==> src/rtl/neuron_mac_seq.sv <==
// Sequential multiply-accumulate neuron: bias + sum(data*weight) over several beats,
// then fixed-point shift, selectable activation and saturation to OUT_W.
module neuron_mac_seq #(
  parameter int DATA_W     = 16,
  parameter int WEIGHT_W   = 16,
  parameter int BIAS_W     = 32,
  parameter int N_INPUTS   = 4,
  parameter int LANES      = 2,
  parameter int ACC_W      = 40,
  parameter int OUT_W      = 24,
  parameter int FRAC_SHIFT = 8
) (
  input  logic                       clk,
  input  logic                       rst,
  input  logic                       start,
  input  logic [1:0]                 act_mode,
  input  logic signed [BIAS_W-1:0]   bias,
  input  logic                       in_valid,
  output logic                       in_ready,
  input  logic [LANES*DATA_W-1:0]    in_data,
  input  logic [LANES*WEIGHT_W-1:0]  in_weight,
  output logic                       out_valid,
  input  logic                       out_ready,
  output logic signed [OUT_W-1:0]    out_data,
  output logic                       sat_flag,
  output logic                       busy
);

  localparam int unsigned BEATS  = N_INPUTS / LANES;
  localparam int          CNT_W  = (BEATS > 1) ? $clog2(BEATS) : 1;
  localparam int          PROD_W = DATA_W + WEIGHT_W;

  // Saturation bounds of the OUT_W result, expressed at accumulator width.
  localparam logic signed [ACC_W-1:0] OMAX = {{(ACC_W-OUT_W+1){1'b0}}, {(OUT_W-1){1'b1}}};
  localparam logic signed [ACC_W-1:0] OMIN = {{(ACC_W-OUT_W+1){1'b1}}, {(OUT_W-1){1'b0}}};

  typedef enum logic [1:0] {IDLE, ACCUM, ACT, OUT} state_t;

  state_t                   state_q, state_d;
  logic signed [ACC_W-1:0]  acc_q, acc_d;
  logic [CNT_W-1:0]         beat_q, beat_d;
  logic [1:0]               mode_q, mode_d;
  logic signed [OUT_W-1:0]  out_data_q, out_data_d;
  logic                     sat_q, sat_d;

  logic signed [PROD_W-1:0] prod;
  logic signed [ACC_W-1:0]  lane_sum;
  logic signed [ACC_W-1:0]  shifted;
  logic signed [ACC_W-1:0]  activated;

  always_comb begin
    prod     = '0;
    lane_sum = '0;
    for (int unsigned l = 0; l < LANES; l++) begin
      prod     = $signed(in_data[l*DATA_W +: DATA_W]) * $signed(in_weight[l*WEIGHT_W +: WEIGHT_W]);
      lane_sum = lane_sum + ACC_W'(prod);
    end
  end

  always_comb begin
    shifted = acc_q >>> FRAC_SHIFT;
    case (mode_q)
      2'd1:    activated = (shifted > 0) ? shifted : '0;
      2'd2:    activated = (shifted >= 0) ? shifted : (shifted >>> 3);
      default: activated = shifted;
    endcase
  end

  always_comb begin
    state_d    = state_q;
    acc_d      = acc_q;
    beat_d     = beat_q;
    mode_d     = mode_q;
    out_data_d = out_data_q;
    sat_d      = sat_q;
    case (state_q)
      IDLE: begin
        if (start) begin
          mode_d  = act_mode;
          acc_d   = ACC_W'(bias);
          beat_d  = '0;
          state_d = ACCUM;
        end
      end
      ACCUM: begin
        if (in_valid) begin
          acc_d = acc_q + lane_sum;
          if (beat_q == CNT_W'(BEATS - 1)) begin
            state_d = ACT;
          end else begin
            beat_d = beat_q + 1'b1;
          end
        end
      end
      ACT: begin
        if (activated > OMAX) begin
          out_data_d = OMAX[OUT_W-1:0];
          sat_d      = 1'b1;
        end else if (activated < OMIN) begin
          out_data_d = OMIN[OUT_W-1:0];
          sat_d      = 1'b1;
        end else begin
          out_data_d = activated[OUT_W-1:0];
          sat_d      = 1'b0;
        end
        state_d = OUT;
      end
      OUT: begin
        if (out_ready) begin
          state_d = IDLE;
        end
      end
      default: state_d = IDLE;
    endcase
  end

  always_ff @(posedge clk or posedge rst) begin
    if (rst) begin
      state_q    <= IDLE;
      acc_q      <= '0;
      beat_q     <= '0;
      mode_q     <= '0;
      out_data_q <= '0;
      sat_q      <= 1'b0;
    end else begin
      state_q    <= state_d;
      acc_q      <= acc_d;
      beat_q     <= beat_d;
      mode_q     <= mode_d;
      out_data_q <= out_data_d;
      sat_q      <= sat_d;
    end
  end

  assign in_ready  = (state_q == ACCUM);
  assign out_valid = (state_q == OUT);
  assign busy      = (state_q != IDLE);
  assign out_data  = out_data_q;
  assign sat_flag  = sat_q;

endmodule
==> config.mk <==
export PLATFORM = sky130hd
export DESIGN_NAME = neuron_mac_seq
export DESIGN_NICKNAME = d
export VERILOG_FILES = /design/src/rtl/neuron_mac_seq.sv
export SDC_FILE = /design/constraint.sdc
export NUM_CORES = 2
export LEC_CHECK = 0
export ABC_AREA = 1
export BUFFER_PORTS_ARGS = -buffer_cell sky130_fd_sc_hd__buf_4
export CELL_PAD_IN_SITES_DETAIL_PLACEMENT = 0
export CELL_PAD_IN_SITES_GLOBAL_PLACEMENT = 1
export CORE_ASPECT_RATIO = 0.8
export CORE_MARGIN = 2
export CORE_UTILIZATION = 50
export CTS_CLUSTER_SIZE = 10
export DETAILED_ROUTE_END_ITERATION = 7
export GPL_TIMING_DRIVEN = 0
export PLACE_DENSITY_LB_ADDON = 0.08
export SYNTH_ARGS = -nofsm -noshare
export SYNTH_HDL_FRONTEND = slang
export SYNTH_SLANG_ARGS = --single-unit
==> constraint.sdc <==
create_clock -name clk -period 6.8 [get_ports clk]
set_input_delay 0.34 -clock clk [delete_from_list [all_inputs] [get_ports clk]]
set_output_delay 0.34 -clock clk [all_outputs]
set_load 0.05 [all_outputs]
Yosys cells after proc, flatten, opt, wreduce, memory -nomap -nowiden
Index checks and enable logic that the tools add are counted.
- register bits: 70
- output and inout bits: 28
- input bits: 103
- logic and storage cells: 49
- order comparisons: 4
- add/sub/neg operators: 3
- reduce and logical (&&, ||, !) cells: 6
- muxes and demuxes: 19
- eq/ne operators: 9
- multipliers: 2
- operator list (cell ; number):
    40-bit case mux with 2 select lines ; 2
    40-bit 2-to-1 mux ; 3
    16-bit by 16-bit multiplier with 32-bit output ; 2
    24-bit 2-to-1 mux ; 2
    40-bit by 33-bit adder with 40-bit output ; 1
    40-bit by 24-bit greater-than comparator with 1-bit output (second input constant) ; 1
    40-bit by 24-bit < comparator with 1-bit output (second input constant) ; 1
    32-bit by 32-bit adder with 33-bit output ; 1
    32-bit by 1-bit >= comparator with 1-bit output (second input constant) ; 1
    32-bit by 1-bit greater-than comparator with 1-bit output (second input constant) ; 1
    31-bit 2-to-1 mux ; 1
    2-bit 2-to-1 mux ; 4
    2-bit case mux with 4 select lines ; 1
    2-bit equality test (second input constant) ; 3
    1-bit 2-to-1 mux ; 5
    2-bit by 1-bit equality test with 1-bit output (second input constant) ; 2
    2-bit by 1-bit inequality test with 1-bit output (second input constant) ; 2
    2-bit inequality test (second input constant) ; 2
    4-bit AND reduction ; 1
    2-bit nonzero test ; 2
    3-bit AND reduction ; 1
    2-bit zero test ; 1
    1-bit case mux with 2 select lines ; 1
    2-bit AND reduction ; 1
    1-bit adder (second input constant) ; 1

Longest topological paths before layout
- depth after elaboration: 6
- gate-level depth with buffers: 33
- mapped depth without buffers: 31

Worst setup path after synthesis
Ideal clock, no wire load.
- kind: input port to flip-flop
- start: in in_weight[0]
- end: reg acc_q[24]
- data arrival time: 7.397 ns
- buffers on the path: 1
- data required time: 6.734 ns
- setup time: 0.066 ns
- stages: 28
- setup slack: -0.662 ns
- path through: clkbuf_1 > nand2_1 > inv_1 > fa_1 > inv_1 > fa_1 > inv_1 > fa_1 > fa_1 > inv_1 > fa_1 > fa_1 > inv_1 > fa_1 > inv_1 > fa_1 > inv_1 > ha_1 > a21oi_1 > o21ai_0 > a21oi_1 > nand2_1 > a21oi_1 > o21ai_0 > or2_2 > nand3_1 > nand2_1 > nand2_1
- longest elaborated chain between the ends: 5
- RTL lines (what ; line ; RTL):
    start: declaration ; 21 ; input logic [LANES*WEIGHT_W-1:0] in_weight,
    16-bit by 16-bit multiplier with 32-bit output ; 55 ; prod = $signed(in_data[l*DATA_W +: DATA_W]) * $signed(in_weight[l*WEIGHT_W +: WEIGHT_W]);
    32-bit by 32-bit adder with 33-bit output ; 56 ; lane_sum = lane_sum + ACC_W'(prod);
    40-bit by 33-bit adder with 40-bit output ; 87 ; acc_d = acc_q + lane_sum;
    40-bit 2-to-1 mux ; 86 ; if (in_valid) begin
    40-bit case mux with 2 select lines ; 76 ; case (state_q)
    end signal: assignment ; 120 ; acc_q <= '0;
    end signal: assignment ; 127 ; acc_q <= acc_d;
    end: declaration ; 40 ; logic signed [ACC_W-1:0] acc_q, acc_d;
No other way between the ends. The select of a mux whose other input is x is not followed.
A chain may end at the register's enable or synchronous reset.

Final worst setup path
- start: in in_data[15]
- end: reg acc_q[33]
- longest elaborated chain between the ends: 5
- RTL lines (what ; line ; RTL):
    start: declaration ; 20 ; input logic [LANES*DATA_W-1:0] in_data,
    16-bit by 16-bit multiplier with 32-bit output ; 55 ;
    32-bit by 32-bit adder with 33-bit output ; 56 ;
    40-bit by 33-bit adder with 40-bit output ; 87 ;
    40-bit 2-to-1 mux ; 86 ;
    40-bit case mux with 2 select lines ; 76 ;
No other way between the ends. The select of a mux whose other input is x is not followed.

==> results.py <==
metrics = {
    "outcome": {
        "status": "finished clean",
    },
    "worst_setup_path": {
        "critPathLaunchType": "input pin",
        "worstSetupEndpointType": "register",
        "regToRegStartpoint": "acc_q[10]$_DFFE_PP0P_",
        "critical_path_class": "input pin to register",
        "arrival_ps": 7050,
        "startpoint": "in_data[15]",
        "crit_required_ps": 7050,
        "cp_max_fo": 12,
    },
    "route": {
        "vias": 21700,
        "drt_first_pass_iters": 8,
        "finalWirelength_mm": 85.9,
        "final_antenna_net_count": 0,
        "viasPerCell": 5.12,
        "drt_iter0_drc": 1791,
        "wl_per_cell_um": 20.3,
        "drc": 0,
    },
    "cts": {
        "cts.sink_count": 70,
        "cts_tree": "yes",
        "h-tree-depth": 3,
        "cts_hold_buf": 0,
        "cts_buffers": 9,
        "clkTransAtPathRegs_ps": 60,
        "clock_latency_ps": 350,
        "clockBufferDepth": 2,
        "cts_root_buf": "clkbuf_16",
    },
    "final_layout": {
        "drive_above_1_share_pct": 16.2,
        "nets": 4438,
        "mostFrequentLayoutCell": "inv_1",
        "final_cell_mix": "995 x inv_1, 679 x fa_1, 642 x nand2_1, 149 x buf_4, 130 x ha_1",
        "area_growth_pct": 16.3,
    },
    "synthesis": {
        "synthXorXnorAreaFrac_pct": 0.696,
        "yosys-top-cells-area": "fa_1 51%, inv_1 14%, nand2_1 9.0%, ha_1 7.2%, dfrtp_1 6.3%",
        "ys_seq_area_share_pct": 6.33,
        "syn_nets": 4284,
        "synth_warnings": 0,
        "synth_cell_types": 44,
        "netlist_area_um2": 27700,
        "synth_compound_area_share_pct": 5.45,
        "syn_inst": 3319,
        "synth_simple_gate_area_share_pct": 13.2,
        "synthAdderAreaFrac_pct": 58.0,
        "synth.avg_cell_area_um2": 8.34,
        "synth_seq_cells": 70,
        "synth_top_family_by_area": "adder cells",
        "synthMuxAreaShare_pct": 0.0362,
        "netlist.area_leader.share_pct": 50.8,
        "synth_top_area_cell": "fa_1",
    },
    "floorplan": {
        "start_util_pct": 50.3,
        "die_h_um": 214,
        "die_x_um": 267,
        "core_area_um2": 55000,
        "row_count": 77,
        "die_area_um2": 57300,
        "pin_count": 131,
    },
    "sta": {
        "setup_viol": 0,
        "slew_headroom_pct": 31.7,
        "fin_crit_sh_pct": 100,
        "min_period_ps": 6800,
        "fmax_mhz": 147,
        "finalHoldViolCount": 0,
        "worst_pin_slew_ps": 1030,
        "fin_skew_ps": 6.04,
        "setup_ws_ps": 1.45,
        "worst_hold_slack_ps": 187,
        "rsz0062_at_grt": "true",
        "slew_violations": 0,
    },
    "global_route": {
        "antenna_found_initial": 4,
        "grt_max_degree": 71,
        "grt_pass1_vias": 22700,
        "grt_overflow": 0,
        "grt_util_all_layers_pct": 31.2,
        "grt_pass1_wl_mm": 133,
    },
    "place": {
        "io_buffers": 72,
        "globalplace.congestion": 0.943,
        "place_ws_ps": -1560,
        "place_hpwl_mm": 76.6,
    },
    "run": {
        "cap_violations": 0,
    },
    "min_path": {
        "hp-class": "input pin to asynchronous set/reset pin",
    },
}
cells by family (layout without fill, tap and decap cells):
logic type / after synthesis / after routing
muxes: 1 / 1
and+or+nand+nor: 931 / 933
DFF: 70 / 70
AOI/OAI and AO/OA: 242 / 242
xor gates and xnor gates: 22 / 22
other: 0 / 1
buffers and inverters: 1191 / 1348
adders and majority gates: 862 / 862
flip-flops by register name, indices dropped and copies added, names as in the netlist:
register,cells
out_data,24
sat_flag,1
acc_q,40
beat_q,1
state_q,2
mode_q,2
repair_timing:
item	4_1_cts	5_1_grt
cloned	2	1
buffers inserted	29	40
setup endpoints to repair	31	28
resized for setup	372	280
pin swaps	40	77
synthesized netlist by cell type, drive strengths merged:
library cell,instances
inv,1043
fa,702
nand2,669
nor2,177
ha,160
clkbuf,137
o21ai,79
a21oi,78
dfrtp,70
nand3,56
a22oi,30
o211ai,17
xnor2,14
buf,11
or2,9
a31oi,8
xor2,8
nand4,7
nor3,7
o22ai,6
a21o,5
o21bai,5
o31ai,5
nand3b,3
o221ai,3
a21boi,2
and3,2
o21a,2
a211oi,1
mux2i,1
nor4,1
o2111ai,1
critical path: stages:
cell	delay [ps]
buf_12	140
clkbuf_16	170
nand2_4	70
inv_4	40
fa_2	610
clkinvlp_4	120
buf_12	160
buf_12	150
fa_2	590
fa_1	450
fa_1	480
fa_1	520
inv_1	50
fa_1	520
inv_1	50
fa_1	450
fa_1	500
inv_1	70
ha_4	230
inv_1	70
o21ai_1	90
a31oi_1	280
o21ai_0	190
a21oi_2	230
nand2_1	90
nand2_1	60
nand3_1	90
a22oi_1	200
per-layer routing:
metal,vias up,wire (µm),global-route usage (%)
met1,11200,38900,48.4
met5,-,45,0
met4,6,892,3.09
met2,755,37900,46.2
met3,49,8100,7.09
li1,9701,-,-
metrics by stage:
| step | utilization (%) | cells | instance area (µm²) | TNS, ps |
|---|---|---|---|---|
| 2_1_floorplan | - | 3319 | 27800 | -9.11 |
| 3_3_place_gp | 53.2 | 4141 | 29300 | -33700 |
| 3_5_place_dp | 53.2 | 4141 | 29300 | -35160 |
| 4_1_cts | 56.5 | 4188 | 31100 | -131 |
| 5_1_grt | 58.5 | 4229 | 32200 | -1520 |
| 6_report | 58.5 | 4229 | 32200 | 0 |
area by class of cell:
class,count,area (µm²)
diodes,1,2.50
plain buffers,147,1410
clock buffers,11,243
clock inverters,5,57.6
fillers,5001,22800
inverters,1043,3960
multi-input cells,2060,22700
flip-flops and latches,70,1750
well taps,750,938
repair buffers,142,1160
worst paths after layout:
check	endpoint	slack [ps]	cells past startpoint
worst min-delay path	acc_q[4]$_DFFE_PP0P_	190	2
worst min register to register	acc_q[2]$_DFFE_PP0P_	480	2
max in group asynchronous	acc_q[32]$_DFFE_PP0P_	5970	2
worst max-delay path	acc_q[33]$_DFFE_PP0P_	1	28
worst max register to register	acc_q[29]$_DFFE_PP0P_	110	24
min in group clk	acc_q[30]$_DFFE_PP0P_	240	3
Power is left out: the tool's default activity adds up to more than one toggle a clock period on the data nets, which glitch-free logic cannot reach.
